File: src/rtl/maj_net_pkg.sv
// Shared types and constants for the majority-network sequencer.
package maj_net_pkg;

    // Default geometry; the top-level parameters take these as defaults.
    localparam int MAX_GATES  = 16;
    localparam int SEL_WIDTH  = 5;
    localparam int CFG_AWIDTH = 5;

    // Layout of the signal space addressed by operand selectors.
    localparam int SIG_CONST0 = 0;
    localparam int SIG_X_BASE = 1;
    localparam int SIG_W_BASE = 8;

    typedef enum logic [1:0] {
        IDLE,
        EVAL,
        DONE
    } state_t;

    // One gate entry, MSB first: {inv_a, sel_a, inv_b, sel_b, inv_c, sel_c}.
    typedef struct packed {
        logic                 inv_a;
        logic [SEL_WIDTH-1:0] sel_a;
        logic                 inv_b;
        logic [SEL_WIDTH-1:0] sel_b;
        logic                 inv_c;
        logic [SEL_WIDTH-1:0] sel_c;
    } gate_entry_t;

    // Control register, laid out to match the low bits of a config write.
    typedef struct packed {
        logic [CFG_AWIDTH-1:0] num_gates;
        logic                  out_inv;
        logic [SEL_WIDTH-1:0]  out_sel;
    } ctrl_t;

endpackage

File: src/rtl/maj_net_sequencer_maj3_unit.sv
// Combinational three-input majority with optional per-input inversion.
module maj3_unit (
    input  logic i_a,
    input  logic i_b,
    input  logic i_c,
    input  logic i_inv_a,
    input  logic i_inv_b,
    input  logic i_inv_c,
    output logic o_maj
);

    logic w_a;
    logic w_b;
    logic w_c;

    // Apply operand inversions, then take the majority vote.
    always_comb begin
        w_a   = i_a ^ i_inv_a;
        w_b   = i_b ^ i_inv_b;
        w_c   = i_c ^ i_inv_c;
        o_maj = (w_a & w_b) | (w_a & w_c) | (w_b & w_c);
    end

endmodule

File: src/rtl/maj_net_sequencer.sv
// Time-multiplexed majority-inverter network evaluator: one shared MAJ3
// unit walks the stored gate list, one gate per clock.
module maj_net_sequencer
    import maj_net_pkg::*;
#(
    parameter int N_GATES = MAX_GATES,
    parameter int SEL_W   = SEL_WIDTH,
    parameter int CFG_AW  = CFG_AWIDTH
) (
    input  logic                   clk,
    input  logic                   rst,
    input  logic                   cfg_we,
    input  logic [CFG_AW-1:0]      cfg_addr,
    input  logic [3*(SEL_W+1)-1:0] cfg_wdata,
    output logic                   cfg_ready,
    input  logic                   in_valid,
    output logic                   in_ready,
    input  logic [6:0]             in_x,
    output logic                   out_valid,
    input  logic                   out_ready,
    output logic                   out_bit,
    output logic                   busy
);

    localparam int                SIG_N     = 1 << SEL_W;
    localparam int                GIDX_W    = $clog2(N_GATES);
    localparam logic [CFG_AW-1:0] CTRL_ADDR = CFG_AW'(N_GATES);
    localparam logic [CFG_AW-1:0] K_ONE     = CFG_AW'(1);

    state_t              r_state;
    state_t              w_state_nxt;
    gate_entry_t         r_gates [N_GATES];
    ctrl_t               r_ctrl;
    logic [N_GATES-1:0]  r_w;
    logic [6:0]          r_x;
    logic [CFG_AW-1:0]   r_k;

    logic [SIG_N-1:0]    w_sig;
    logic [GIDX_W-1:0]   w_gidx;
    gate_entry_t         w_gate;
    logic                w_maj;
    logic [CFG_AW-1:0]   w_cfg_num;
    logic [CFG_AW-1:0]   w_num_sat;

    // Assemble the flat signal space; unused high selectors read as 0.
    always_comb begin
        w_sig                          = '0;
        w_sig[SIG_X_BASE +: 7]         = r_x;
        w_sig[SIG_W_BASE +: N_GATES]   = r_w;
        w_sig[SIG_CONST0]              = 1'b0;
    end

    // Fetch the current gate and saturate a requested gate count.
    always_comb begin
        w_gidx    = r_k[GIDX_W-1:0];
        w_gate    = r_gates[w_gidx];
        w_cfg_num = cfg_wdata[SEL_W+1 +: CFG_AW];
        w_num_sat = (w_cfg_num > CTRL_ADDR) ? CTRL_ADDR : w_cfg_num;
    end

    maj3_unit u_maj3 (
        .i_a     (w_sig[w_gate.sel_a]),
        .i_b     (w_sig[w_gate.sel_b]),
        .i_c     (w_sig[w_gate.sel_c]),
        .i_inv_a (w_gate.inv_a),
        .i_inv_b (w_gate.inv_b),
        .i_inv_c (w_gate.inv_c),
        .o_maj   (w_maj)
    );

    // State register.
    always_ff @(posedge clk or posedge rst) begin
        if (rst) begin
            r_state <= IDLE;
        end else begin
            r_state <= w_state_nxt;
        end
    end

    // Next-state decode and handshake outputs.
    always_comb begin
        w_state_nxt = r_state;
        in_ready    = 1'b0;
        cfg_ready   = 1'b0;
        out_valid   = 1'b0;
        out_bit     = 1'b0;
        busy        = 1'b1;
        case (r_state)
            IDLE: begin
                in_ready  = 1'b1;
                cfg_ready = 1'b1;
                busy      = 1'b0;
                if (in_valid) begin
                    w_state_nxt = (r_ctrl.num_gates != '0) ? EVAL : DONE;
                end
            end
            EVAL: begin
                if (r_k == r_ctrl.num_gates - K_ONE) begin
                    w_state_nxt = DONE;
                end
            end
            DONE: begin
                out_valid = 1'b1;
                out_bit   = w_sig[r_ctrl.out_sel] ^ r_ctrl.out_inv;
                if (out_ready) begin
                    w_state_nxt = IDLE;
                end
            end
            default: begin
                w_state_nxt = IDLE;
            end
        endcase
    end

    // Configuration storage, input latch and gate-result register file.
    always_ff @(posedge clk or posedge rst) begin
        if (rst) begin
            for (int unsigned i = 0; i < N_GATES; i++) begin
                r_gates[i] <= '0;
            end
            r_ctrl <= '0;
            r_w    <= '0;
            r_x    <= '0;
            r_k    <= '0;
        end else begin
            case (r_state)
                IDLE: begin
                    if (cfg_we) begin
                        if (cfg_addr < CTRL_ADDR) begin
                            r_gates[cfg_addr[GIDX_W-1:0]] <= gate_entry_t'(cfg_wdata);
                        end else if (cfg_addr == CTRL_ADDR) begin
                            r_ctrl.num_gates <= w_num_sat;
                            r_ctrl.out_inv   <= cfg_wdata[SEL_W];
                            r_ctrl.out_sel   <= cfg_wdata[SEL_W-1:0];
                        end
                    end
                    if (in_valid) begin
                        r_x <= in_x;
                        r_w <= '0;
                        r_k <= '0;
                    end
                end
                EVAL: begin
                    r_w[w_gidx] <= w_maj;
                    r_k         <= r_k + K_ONE;
                end
                default: begin
                end
            endcase
        end
    end

endmodule
File: config.mk
export PLATFORM = sky130hd
export DESIGN_NAME = maj_net_sequencer
export DESIGN_NICKNAME = d
export VERILOG_FILES = /design/src/rtl/maj_net_pkg.sv /design/src/rtl/maj_net_sequencer_maj3_unit.sv /design/src/rtl/maj_net_sequencer.sv
export SDC_FILE = /design/constraint.sdc
export NUM_CORES = 1
export LEC_CHECK = 0
export BUFFER_PORTS_ARGS = -buffer_cell sky130_fd_sc_hd__buf_2
export CAP_MARGIN = 25
export CORE_MARGIN = 1.5
export CORE_UTILIZATION = 57
export CTS_CLUSTER_DIAMETER = 30
export CTS_CLUSTER_SIZE = 30
export DETAILED_ROUTE_END_ITERATION = 8
export GPL_TIMING_DRIVEN = 0
export PLACE_DENSITY = 0.84
export SLEW_MARGIN = 10
export SYNTH_ARGS = -nofsm -noshare
export SYNTH_HDL_FRONTEND = slang
export SYNTH_SLANG_ARGS = --single-unit
export TNS_END_PERCENT = 10
File: constraint.sdc
create_clock -name clk -period 31.1 [get_ports clk]
set_clock_uncertainty 0.2 [all_clocks]
set_input_delay 1.555 -clock clk [delete_from_list [all_inputs] [get_ports clk]]
set_output_delay 1.555 -clock clk [all_outputs]
set_load 0.03 [all_outputs]
==> impl_summary.md <==
Synth
In this run, synthesis produced a sequential element count of 329. The combined area of all synthesized cells is 0.0165 sq mm. After synthesis, the netlist uses 70 different library cells. For this run, asynchronously set or reset flops after synthesis account for 100%. The Yosys step of the flow raised 0 warnings. The post-synthesis average cell area is 13.9 sq um. Counting flops with a built-in enable in the synthesized netlist gives 0. When the netlist entered floorplanning its net count stood at 1,223. After technology mapping, the gate count stands at 1,183.

The part of the Yosys area used for sequential elements is 50.0%. For this run, the leading register cell type out of synthesis is sky130_fd_sc_hd__dfrtp_1.

STA
The final setup violation count is 0. The worst path uses 15.3% of the clock period. The worst-case setup margin in the final layout is 26,350 ps.

The shortest period the worst path allows is 4750 ps. Setup repair after global routing left no endpoint under its margin. The final-report hold violation count is 0.

The slew at the pin with the worst max-slew slack is 1100 ps. The relative slew slack is 26.8%. The maximum clock frequency is 211 MHz. The number of pins with negative max-slew slack in the final report came to 0.

After routing, the total negative slack on setup checks comes to 0 ps.

Flow run
The reported max-cap violation count is 0.

Worst setup path
The largest fanout on the critical path is 8. Traced cell by cell, the critical path runs through clkbuf_1 > mux4_2 > a211oi_1 > a211oi_1 > a21oi_1 > xor2_1 > nor2_1 > buf_2. The kind of critical path is flip-flop to primary output.

STA classifies the critical path endpoint as a primary output. The startpoint of the worst register-to-register path is r_k[1]$_DFFE_PP0P_. The library cell contributing the largest single delay on the critical path is sky130_fd_sc_hd__mux4_2. At the worst endpoint, the arrival time is 2990 ps. The cell repeated most along the worst path is sky130_fd_sc_hd__a211oi_1.

The largest single stage delay on the critical path is 600 ps. The startpoint type of the worst setup path is a flip-flop. The timing startpoint of the critical path is r_ctrl[0]$_DFFE_PP0P_. For the worst setup path, the data required time is 29,350 ps.

Clock tree
TritonCTS built the clock tree. The number of clock buffers added by TritonCTS is 60. Once the clock tree was built, the resizer swapped 0 gates to a different size.

The number of sinks driven by the clock tree is 329. The clock latency reported for the late side of the worst-skew pair is 600 ps. The largest buffer count on any clock path is 3. The setup fix buffers added after clock tree synthesis is 0. CTS built an H-tree with a depth of 2. The root buffer cell chosen for the clock tree is sky130_fd_sc_hd__clkbuf_16. The clock transition at the registers of the reported paths is 50 ps.

In this run, post-CTS hold repair placed 0 buffers.

Floorplanning
The total area inside the core boundary comes to 0.0285 sq mm. The number of placed I/O pins is 40. The floorplan has 62 rows.

The initial standard-cell utilization of the core is 57.7%. The die is 173 um tall. The die covers 0.0299 sq mm. The die width is 173 um.

Route
The final wirelength is 47,300 um. The first detailed-routing pass took 5 iterations. Detailed routing inserted a total of 11,600 vias.

In the final routed layout, each cell accounts on average for 27.4 um. The count of nets left with antenna violations after detail routing is 0. The average vias per placed instance is 6.69. In the routed design, unresolved DRC markers number 0.

The count of routing violations after the opening detailed-route iteration is 1,335.

Final layout
The commonest non-fill, non-tap cell in the layout is sky130_fd_sc_hd__dfrtp_1. The number of nets in the finished design is 1,333. The area added between synthesis and finish is 18.2%. The finished layout holds 1,729 standard cells, fillers aside. The post-route netlist has 46.4% of its cells at a drive strength greater than 1. In the layout the commonest cells are 329 x sky130_fd_sc_hd__dfrtp_1, 326 x sky130_fd_sc_hd__mux2_2, 82 x sky130_fd_sc_hd__mux4_2. Across the whole layout, storage elements account for 0.00823 sq mm. The multi-input combinational cells in the finished layout cover a total of 0.00780 sq mm.

After filler insertion, the fill cell instance count of the layout stands at 1,818.

GRT
The via count of the first global-routing pass is 12,100. The remaining global-route overflow is 0. The first global-routing pass estimated 72,400 um of wire. The initial antenna violation count is 1. The largest net degree at the start of global routing is 117. The overall fraction of global-route tracks in use is 32.0%.

Power and ir drop
Summed over all cells, the static leakage comes to 8.77 nW. The worst IR drop on VDD is 54.3 uV. Dividing total power by cell area gives a power density of 98.9 mW/mm^2.

Placed design
The number of placed instances, taps included, is 1,614. The routability congestion estimate from global placement is 0.919. Input and output buffers added on the ports amount to 39.

OpenSTA, run right after detailed placement, puts the worst setup slack at 26,510 ps. Summed over all nets, the half-perimeter wirelength after detailed placement is 29,300 um.

Min path
In this run the most critical hold path is launched from r_gates[228]$_DFFE_PP0P_. The tightest min-delay check is of the flip-flop to flip-flop type.

Outcome
The flow ran to the end, and the final reports show no timing, DRC or antenna violations.
stage by stage:
stage	util (%)	hold slack (ps)	instance area (sq um)	power [mW]
2_1_floorplan	-	271	16500	1.06
4_1_cts	68.1	297	19400	1.91
3_5_place_dp	60.6	288	17300	1.22
5_1_grt	68.2	313	19500	1.99
3_3_place_gp	60.0	280	17100	1.19
6_report	68.2	297	19500	1.92
final timing paths:
check                           cells past startpoint                       end  slack [ps]
worst max-delay path                                8                   out_bit       26350
worst min-delay path                                1  r_gates[228]$_DFFE_PP0P_         300
worst max register to register                     10        r_w[6]$_DFFE_PP0P_       26600
worst min register to register                      1  r_gates[228]$_DFFE_PP0P_         300
max in group asynchronous                           5        r_x[0]$_DFFE_PP0P_       28310
min in group asynchronous                           2  r_gates[131]$_DFFE_PP0P_         720
cell usage after synthesis, types with 2 or more instances:
library cell	count	share of area, %
sky130_fd_sc_hd__a31oi_1	6	0.23
sky130_fd_sc_hd__inv_1	12	0.27
sky130_fd_sc_hd__nand3_1	17	0.52
sky130_fd_sc_hd__xor2_1	5	0.27
sky130_fd_sc_hd__dfrtp_1	329	50
sky130_fd_sc_hd__nor4_1	2	0.076
sky130_fd_sc_hd__or2_0	2	0.076
sky130_fd_sc_hd__a21oi_1	10	0.30
sky130_fd_sc_hd__o211ai_1	5	0.23
sky130_fd_sc_hd__a311oi_1	3	0.16
sky130_fd_sc_hd__o211a_1	3	0.18
sky130_fd_sc_hd__a2111oi_0	2	0.11
sky130_fd_sc_hd__o22ai_1	13	0.49
sky130_fd_sc_hd__o21ai_2	10	0.53
sky130_fd_sc_hd__buf_6	6	0.41
sky130_fd_sc_hd__a221oi_2	2	0.18
sky130_fd_sc_hd__nor2b_1	15	0.57
sky130_fd_sc_hd__ha_1	5	0.38
sky130_fd_sc_hd__clkbuf_1	49	1.1
sky130_fd_sc_hd__and3_1	3	0.11
sky130_fd_sc_hd__xnor2_1	3	0.16
sky130_fd_sc_hd__mux2_1	2	0.14
sky130_fd_sc_hd__o31ai_1	3	0.14
sky130_fd_sc_hd__a22oi_1	4	0.18
sky130_fd_sc_hd__nor3_1	12	0.36
sky130_fd_sc_hd__and2_1	7	0.27
sky130_fd_sc_hd__mux4_2	82	11
sky130_fd_sc_hd__buf_2	12	0.36
sky130_fd_sc_hd__nor2_1	24	0.55
sky130_fd_sc_hd__a211oi_1	8	0.36
sky130_fd_sc_hd__nor3b_1	2	0.091
sky130_fd_sc_hd__or4_1	2	0.091
sky130_fd_sc_hd__buf_1	4	0.091
sky130_fd_sc_hd__mux2i_1	30	1.8
sky130_fd_sc_hd__or2_2	4	0.15
sky130_fd_sc_hd__nand4_1	3	0.11
sky130_fd_sc_hd__o311ai_1	2	0.11
sky130_fd_sc_hd__and4_1	2	0.11
sky130_fd_sc_hd__nand2_1	69	1.6
sky130_fd_sc_hd__a22o_1	4	0.21
sky130_fd_sc_hd__nand2b_1	14	0.53
sky130_fd_sc_hd__o21ai_0	28	0.85
sky130_fd_sc_hd__a221oi_1	3	0.16
sky130_fd_sc_hd__buf_4	9	0.41
sky130_fd_sc_hd__mux2_2	326	22
registers in the layout, summed over array words and instances (netlist names):
| register | flops |
|---|---|
| r_ctrl | 11 |
| r_gates | 288 |
| r_k | 5 |
| r_state | 2 |
| r_w | 16 |
| r_x | 7 |
critical path: cells and delay by family, from the launching register on:
family,cells,cell delay (ps)
xor+xnor,1,260
buf+inv,2,660
mux,1,600
simple gates,1,70
compound gates,3,490
flops,1,330
metal layers:
metal	vias to the layer above	track usage, %	wire (um)
li1	4657	-	-
met1	5998	41.5	17900
met2	707	50.7	22500
met3	213	6.07	4130
met4	0	19.1	2770
met5	-	0	0
final cells by class:
| class | count | share of cell area [%] |
|---|---|---|
| Antenna cell | 1 | 0.0129 |
| Buffer | 80 | 2.03 |
| Clock buffer | 68 | 8.08 |
| Clock inverter | 45 | 2.87 |
| Inverter | 13 | 0.289 |
| Multi-Input combinational cell | 761 | 40.1 |
| Sequential cell | 329 | 42.3 |
| Tap cell | 384 | 2.47 |
| Timing Repair Buffer | 48 | 1.83 |
cells by family (layout without fill, tap and decap cells):
group,count (synthesis),count (layout),synth area share (%)
xor gates and xnor gates,8,8,0.426
buffers and inverters,93,254,2.69
AOI/OAI and AO/OA,119,119,5.12
DFF,329,329,50.0
and+or+nand+nor,186,186,5.61
adders and majority gates,6,6,0.448
muxes,442,442,35.7
other,0,1,0
power by group:
part           internal, mW  leakage [nW]  switching [mW]
combinational         0.292          3.40           0.325
clock                 0.434          1.01           0.240
sequential            0.549          4.36          0.0830
total                  1.28          8.77           0.648
Power figures use the tool's default switching activity.
